### src/rtl/aes_pkg.sv
// Shared AES key-expansion constants, FSM state encoding and the Rcon table.
package aes_pkg;

  localparam int AES_KEY_LEN     = 128;
  localparam int AES_WORD_LEN    = 32;
  localparam int NUM_ROUNDS_128  = 10;
  localparam int AES_ENG_TIMEOUT = 16;

  typedef enum logic [1:0] {
    ST_IDLE  = 2'd0,
    ST_ISSUE = 2'd1,
    ST_WAIT  = 2'd2,
    ST_ERR   = 2'd3
  } state_t;

  // Round constant for round r (1..10) in the MSB byte of a word; 0 elsewhere.
  function automatic logic [AES_WORD_LEN-1:0] rcon(input logic [3:0] r);
    logic [7:0] b;
    case (r)
      4'd1:    b = 8'h01;
      4'd2:    b = 8'h02;
      4'd3:    b = 8'h04;
      4'd4:    b = 8'h08;
      4'd5:    b = 8'h10;
      4'd6:    b = 8'h20;
      4'd7:    b = 8'h40;
      4'd8:    b = 8'h80;
      4'd9:    b = 8'h1B;
      4'd10:   b = 8'h36;
      default: b = 8'h00;
    endcase
    return {b, 24'h000000};
  endfunction

endpackage

### src/rtl/aes_key_expand_ctrl_if.sv
// Request/response bus between the key-expansion controller and the
// single-round subkey engine.
interface aes_key_expand_ctrl_if
  import aes_pkg::*;
#(
  parameter int KEY_LEN  = AES_KEY_LEN,
  parameter int WORD_LEN = AES_WORD_LEN
);

  logic                eng_valid;
  logic [KEY_LEN-1:0]  eng_data;
  logic                eng_opcode;
  logic [WORD_LEN-1:0] eng_rcon;
  logic                eng_valid_out;
  logic [KEY_LEN-1:0]  eng_data_out;

  // Controller side: issues requests, receives engine results.
  modport master (
    output eng_valid,
    output eng_data,
    output eng_opcode,
    output eng_rcon,
    input  eng_valid_out,
    input  eng_data_out
  );

  // Engine side: receives requests, returns results.
  modport slave (
    input  eng_valid,
    input  eng_data,
    input  eng_opcode,
    input  eng_rcon,
    output eng_valid_out,
    output eng_data_out
  );

endinterface

### src/rtl/aes_round_key_rf.sv
// Round-key storage: one synchronous write port and a registered read port.
// A read of a slot in the same cycle it is written returns the old contents.
module aes_round_key_rf #(
  parameter int KEY_LEN  = 128,
  parameter int NUM_KEYS = 11
) (
  input  logic               clk,
  input  logic               reset,
  input  logic               we,
  input  logic [3:0]         waddr,
  input  logic [KEY_LEN-1:0] wdata,
  input  logic [3:0]         rd_addr,
  output logic [KEY_LEN-1:0] rd_data
);

  localparam logic [3:0] MAX_IDX = 4'(NUM_KEYS - 1);

  logic [KEY_LEN-1:0] mem [0:NUM_KEYS-1];

  // Key slots are deliberately not reset; validity is tracked by the controller.
  always_ff @(posedge clk) begin
    if (we && (waddr <= MAX_IDX)) begin
      mem[waddr] <= wdata;
    end
  end

  // Registered read, out-of-range indices read as zero.
  always_ff @(posedge clk or negedge reset) begin
    if (!reset) begin
      rd_data <= '0;
    end else if (rd_addr <= MAX_IDX) begin
      rd_data <= mem[rd_addr];
    end else begin
      rd_data <= '0;
    end
  end

endmodule

### src/rtl/aes_key_expand_ctrl.sv
// AES-128 key-expansion sequencer: drives the single-round subkey engine ten
// times, stores all eleven round keys and guards against a hung engine.
module aes_key_expand_ctrl
  import aes_pkg::*;
#(
  parameter int KEY_LEN     = AES_KEY_LEN,
  parameter int WORD_LEN    = AES_WORD_LEN,
  parameter int NUM_ROUNDS  = NUM_ROUNDS_128,
  parameter int ENG_TIMEOUT = AES_ENG_TIMEOUT
) (
  input  logic                  clk,
  input  logic                  reset,
  input  logic                  start,
  input  logic [KEY_LEN-1:0]    key_in,
  output logic                  busy,
  output logic                  done,
  output logic                  keys_valid,
  output logic                  error,
  input  logic [3:0]            rd_addr,
  output logic [KEY_LEN-1:0]    rd_data,
  aes_key_expand_ctrl_if.master eng
);

  localparam int              WD_W       = $clog2(ENG_TIMEOUT + 1);
  localparam logic [3:0]      LAST_ROUND = 4'(NUM_ROUNDS);
  localparam logic [WD_W-1:0] WD_LIMIT   = WD_W'(ENG_TIMEOUT - 1);

  state_t              state;
  state_t              state_nx;
  logic [3:0]          round;
  logic [WD_W-1:0]     wdog;
  logic [KEY_LEN-1:0]  eng_data_q;
  logic [WORD_LEN-1:0] eng_rcon_q;

  logic                accept;
  logic                result;
  logic                last_round;
  logic                wd_expire;

  logic                rf_we;
  logic [3:0]          rf_waddr;
  logic [KEY_LEN-1:0]  rf_wdata;

  // A start is only honoured when no run is in flight.
  assign accept     = start && ((state == ST_IDLE) || (state == ST_ERR));
  assign result     = (state == ST_WAIT) && eng.eng_valid_out;
  assign last_round = (round == LAST_ROUND);
  assign wd_expire  = (state == ST_WAIT) && !eng.eng_valid_out && (wdog == WD_LIMIT);

  // Request data and Rcon are held in registers so they stay stable for the
  // whole request, including the engine's output stage.
  assign eng.eng_data = eng_data_q;
  assign eng.eng_rcon = eng_rcon_q;

  // State register.
  always_ff @(posedge clk or negedge reset) begin
    if (!reset) begin
      state <= ST_IDLE;
    end else begin
      state <= state_nx;
    end
  end

  // Next-state logic; the engine latency is unbounded except by the watchdog.
  always_comb begin
    state_nx = state;
    case (state)
      ST_IDLE, ST_ERR: begin
        if (start) state_nx = ST_ISSUE;
      end
      ST_ISSUE: begin
        state_nx = ST_WAIT;
      end
      ST_WAIT: begin
        if (eng.eng_valid_out) begin
          state_nx = last_round ? ST_IDLE : ST_ISSUE;
        end else if (wd_expire) begin
          state_nx = ST_ERR;
        end
      end
      default: state_nx = ST_IDLE;
    endcase
  end

  // State-decoded outputs and the storage write port selection.
  always_comb begin
    busy           = (state == ST_ISSUE) || (state == ST_WAIT);
    eng.eng_valid  = (state == ST_ISSUE);
    eng.eng_opcode = 1'b0;
    rf_we          = 1'b0;
    rf_waddr       = 4'd0;
    rf_wdata       = key_in;
    if (accept) begin
      rf_we    = 1'b1;
      rf_waddr = 4'd0;
      rf_wdata = key_in;
    end else if (result) begin
      rf_we    = 1'b1;
      rf_waddr = round;
      rf_wdata = eng.eng_data_out;
    end
  end

  // Round counter, watchdog, engine request registers and status flags.
  always_ff @(posedge clk or negedge reset) begin
    if (!reset) begin
      round      <= 4'd0;
      wdog       <= '0;
      eng_data_q <= '0;
      eng_rcon_q <= '0;
      done       <= 1'b0;
      keys_valid <= 1'b0;
      error      <= 1'b0;
    end else begin
      done <= 1'b0;
      if (accept) begin
        round      <= 4'd1;
        eng_data_q <= key_in;
        eng_rcon_q <= rcon(4'd1);
        keys_valid <= 1'b0;
        error      <= 1'b0;
      end
      if (state == ST_ISSUE) begin
        wdog <= '0;
      end
      if (result) begin
        eng_data_q <= eng.eng_data_out;
        if (last_round) begin
          done       <= 1'b1;
          keys_valid <= 1'b1;
        end else begin
          round      <= round + 4'd1;
          eng_rcon_q <= rcon(round + 4'd1);
        end
      end else if (state == ST_WAIT) begin
        if (wd_expire) begin
          error <= 1'b1;
        end else begin
          wdog <= wdog + 1'b1;
        end
      end
    end
  end

  aes_round_key_rf #(
    .KEY_LEN  (KEY_LEN),
    .NUM_KEYS (NUM_ROUNDS + 1)
  ) u_rf (
    .clk     (clk),
    .reset   (reset),
    .we      (rf_we),
    .waddr   (rf_waddr),
    .wdata   (rf_wdata),
    .rd_addr (rd_addr),
    .rd_data (rd_data)
  );

endmodule

### src/flat_wrapper.sv
// flat-port wrapper written by rule: the top's interface ports become plain ports
module aes_key_expand_ctrl_flat import aes_pkg::*;
#(
  parameter int KEY_LEN     = AES_KEY_LEN,
  parameter int WORD_LEN    = AES_WORD_LEN,
  parameter int NUM_ROUNDS  = NUM_ROUNDS_128,
  parameter int ENG_TIMEOUT = AES_ENG_TIMEOUT
)
  (clk, reset, start, key_in, busy, done, keys_valid, error, rd_addr, rd_data, eng_eng_valid, eng_eng_data, eng_eng_opcode, eng_eng_rcon, eng_eng_valid_out, eng_eng_data_out);
  aes_key_expand_ctrl_if #(.KEY_LEN(KEY_LEN), .WORD_LEN(WORD_LEN)) eng_i ();
  input  logic clk;
  input  logic reset;
  input  logic start;
  input  logic [KEY_LEN-1:0] key_in;
  output logic busy;
  output logic done;
  output logic keys_valid;
  output logic error;
  input  logic [3:0] rd_addr;
  output logic [KEY_LEN-1:0] rd_data;
  output wire logic [$bits(eng_i.eng_valid)-1:0] eng_eng_valid;
  output wire logic [$bits(eng_i.eng_data)-1:0] eng_eng_data;
  output wire logic [$bits(eng_i.eng_opcode)-1:0] eng_eng_opcode;
  output wire logic [$bits(eng_i.eng_rcon)-1:0] eng_eng_rcon;
  input wire logic [$bits(eng_i.eng_valid_out)-1:0] eng_eng_valid_out;
  input wire logic [$bits(eng_i.eng_data_out)-1:0] eng_eng_data_out;
  assign eng_eng_valid = eng_i.eng_valid;
  assign eng_eng_data = eng_i.eng_data;
  assign eng_eng_opcode = eng_i.eng_opcode;
  assign eng_eng_rcon = eng_i.eng_rcon;
  assign eng_i.eng_valid_out = eng_eng_valid_out;
  assign eng_i.eng_data_out = eng_eng_data_out;
  aes_key_expand_ctrl #(.KEY_LEN(KEY_LEN), .WORD_LEN(WORD_LEN), .NUM_ROUNDS(NUM_ROUNDS), .ENG_TIMEOUT(ENG_TIMEOUT)) u_core (.clk(clk), .reset(reset), .start(start), .key_in(key_in), .busy(busy), .done(done), .keys_valid(keys_valid), .error(error), .rd_addr(rd_addr), .rd_data(rd_data), .eng(eng_i));
endmodule
### config.mk
export PLATFORM = sky130hd
export DESIGN_NAME = aes_key_expand_ctrl_flat
export DESIGN_NICKNAME = d
export VERILOG_FILES = /design/src/rtl/aes_pkg.sv /design/src/rtl/aes_key_expand_ctrl_if.sv /design/src/rtl/aes_round_key_rf.sv /design/src/rtl/aes_key_expand_ctrl.sv /design/src/flat_wrapper.sv
export SDC_FILE = /design/constraint.sdc
export NUM_CORES = 2
export LEC_CHECK = 0
export CAP_MARGIN = 20
export CORE_MARGIN = 4
export CORE_UTILIZATION = 30
export DETAILED_ROUTE_END_ITERATION = 16
export SYNTH_ARGS = -nofsm -noshare
export SYNTH_HDL_FRONTEND = slang
export SYNTH_SLANG_ARGS = --single-unit
### constraint.sdc
create_clock -name clk -period 18.55 [get_ports clk]
set_clock_uncertainty 0.2 [all_clocks]
set_input_delay 4.6375 -clock clk [delete_from_list [all_inputs] [get_ports clk]]
set_output_delay 4.6375 -clock clk [all_outputs]
set_load 0.01 [all_outputs]
==> results.json <==
{
  "dr.pass1.iters": 5,
  "gp_congestion": 0.737,
  "min_path_type": "register to register",
  "drc": 0,
  "die_y_um": 481,
  "syn_to_final_growth_pct": 21.6,
  "layout.cells.non_filler": 7487,
  "gr-total-overflow": 0,
  "io_buffers": 556,
  "drive_above_1_share_pct": 17.0,
  "initial_core_util_pct": 30.2,
  "cp-start-kind": "primary input",
  "io_pins": 558,
  "synthArstFlopShare_pct": 17.7,
  "placed_area_um2": 75900,
  "yosys_warnings": 0,
  "dp_cells": 7149,
  "tightest_slew_ps": 1050,
  "clk_latency_ps": 830,
  "nNetsFinal": 4631,
  "die_x_um": 481,
  "cts_tree": "yes",
  "cts_root_buffer": "clkbuf_16",
  "slew_viol_final": 0,
  "p_leak_nw": 28.4,
  "synth-edff-count": 1408,
  "maxCapViolations": 0,
  "grt_pass1_wl_um": 259000,
  "whs_ps": 284,
  "final_util_pct": 36.7,
  "dieArea_um2": 232000,
  "fillers": 20800,
  "cts_buffer_depth": 3,
  "crit_required_ps": 18780,
  "ys.flop_type": "edfxtp_1",
  "syn-mean-instance-area_um2": 17.8,
  "htree_levels": 4,
  "outcome": "finished, final reports clean",
  "path_clk_slew_ps": 60,
  "final_hold_viol_count": 0,
  "min_period_ps": 8970,
  "worstPathMaxFanout": 51,
  "wire_per_inst_um": 23.9,
  "finalSetupTns_ps": 0,
  "antenna_found_initial": 10,
  "vias": 35900,
  "p_per_area_nw_per_um2": 120,
  "wirelength_um": 179000,
  "placementRows": 173,
  "fmax_mhz": 111,
  "drtAntennaViolNets": 0,
  "ys_ff_latch": 1710,
  "ys_types": 50,
  "synth_area_um2": 67200,
  "peakVddDrop_mv": 0.0815,
  "slew_headroom_pct": 30.0,
  "numCtsBuffers": 182,
  "postSynthCellCount": 3783,
  "fin_crit_sh_pct": 48.4,
  "final_area_um2": 81800,
  "post-cts-setup-buffers": 0,
  "synthesis.nets": 4056,
  "final-setup-viol-count": 0,
  "critPathArrivalTime_ps": 9200,
  "clkSinkCount": 1710,
  "cts_resized": 0,
  "multi_input_area_um2": 16200,
  "coreArea_um2": 223000,
  "rsz0062_at_grt": "false",
  "dp_hpwl_um": 104000,
  "via_per_inst": 4.79,
  "end_kind": "register",
  "grt_max_degree": 128,
  "first_global_vias": 37700,
  "hold_buffers": 0,
  "drt_iter0_markers": 2689,
  "synth_seq_area_share_pct": 74.1,
  "grtUsageTotal_pct": 15.1,
  "critPathKind": "primary input to register",
  "regArea_um2": 49800
}
## cells in the final DEF, fill, tap and decap left out, drive strengths merged, types with 19 or more instances in the layout
cell	instances
edfxtp	1408
clkdlybuf4s50	551
mux2i	461
dfrtp	302
mux2	284
clkbuf	239
nand2	196
o21ai	165
nor2b	129
mux4	128
o22ai	128
nor3	106
a211oi	102
buf	78
clkinv	71
o31ai	28
and3	25
inv	19
## report_power, final
part           internal (W)  switching [W]
combinational      0.000712       0.000873
sequential          0.00458       0.000138
clock               0.00201        0.00153
## critical path, cell delays in order
cell             delay (ps)
clkdlybuf4s50_1         490
nand2_4                 470
buf_4                   620
nand4b_1                490
nor2_4                  210
buf_4                   610
buf_4                   860
buf_4                   710
## layer usage
metal | GRT usage [%] | share of wire [%] | wire length [um] | vias to the layer above
li1 | - | - | - | 16000
met3 | 2.86 | 5.3 | 9440 | 230
met5 | 0 | 0.016 | 28 | -
met4 | 3.93 | 2.1 | 3740 | 4
met1 | 19.7 | 43 | 76900 | 18700
met2 | 25.7 | 50 | 88700 | 953
## synth_stat cells, types with 7 or more instances
cell	number	area (um^2)
nor3_1	106	531
edfxtp_1	1408	42300
buf_2	64	320
o22ai_1	128	801
buf_6	9	101
mux2i_1	461	4610
clkbuf_1	103	387
buf_4	27	203
o31ai_1	28	210
nor2b_1	129	807
dfrtp_1	302	7560
mux2_2	284	3200
buf_1	22	82.6
buf_12	7	140
o21ai_0	165	826
ha_1	9	113
nor2_1	15	56.3
and3_1	25	156
a211oi_1	102	766
inv_1	9	33.8
nand2_1	196	736
mux4_2	128	2880
## sequential cells by signal (all words and copies together) (netlist names)
name                 flops
u_core.wdog              5
u_core.state             2
u_core.eng.eng_rcon     32
u_core.error             1
u_core.u_rf.mem       1408
u_core.round             4
u_core.done              1
u_core.u_rf.rd_data    128
u_core.keys_valid        1
u_core.eng.eng_data    128
## kinds of logic (layout without fill, tap and decap cells)
family,Yosys count,in the layout,synth area share (%)
muxes,873,873,15.9
buffers and inverters,247,973,2.02
AOI/OAI and AO/OA,441,441,4.07
DFF,1710,1710,74.1
xor gates and xnor gates,4,4,0.0521
and+or+nand+nor,498,498,3.67
other,1,4,0.00558
adders and majority gates,9,9,0.167
## final timing paths
check	start	end	slack [ps]	depth (start not counted)
setup / recovery	start	u_core.u_rf.mem[7][54]	9580	8
hold / removal	u_core.error	u_core.error	280	1
setup reg to reg	u_core.state[0]	u_core.u_rf.mem[7][54]	13110	9
hold reg to reg	u_core.error	u_core.error	280	1
max in group asynchronous	reset	u_core.u_rf.rd_data[52]	12290	3
min in group asynchronous	reset	u_core.eng.eng_data[6]	3650	1
## cell type report
cell class | count | share of cell area [%]
antenna | 3 | 0.00918
multi-input combinational | 1826 | 19.8
clock inverter | 96 | 1.16
clock buffer | 239 | 5.98
timing repair buffer | 629 | 7.52
tap | 2975 | 4.55
inverter | 9 | 0.0413
sequential | 1710 | 61.0
## metrics by stage
stage	setup WS [ps]	total power, W
6_report	9580	0.00985
5_1_grt	9310	0.0103
4_1_cts	9470	0.0100
3_5_place_dp	8590	0.00642
3_3_place_gp	8640	0.00639
2_1_floorplan	3330	0.00564
(Power assumes the default switching activity.)
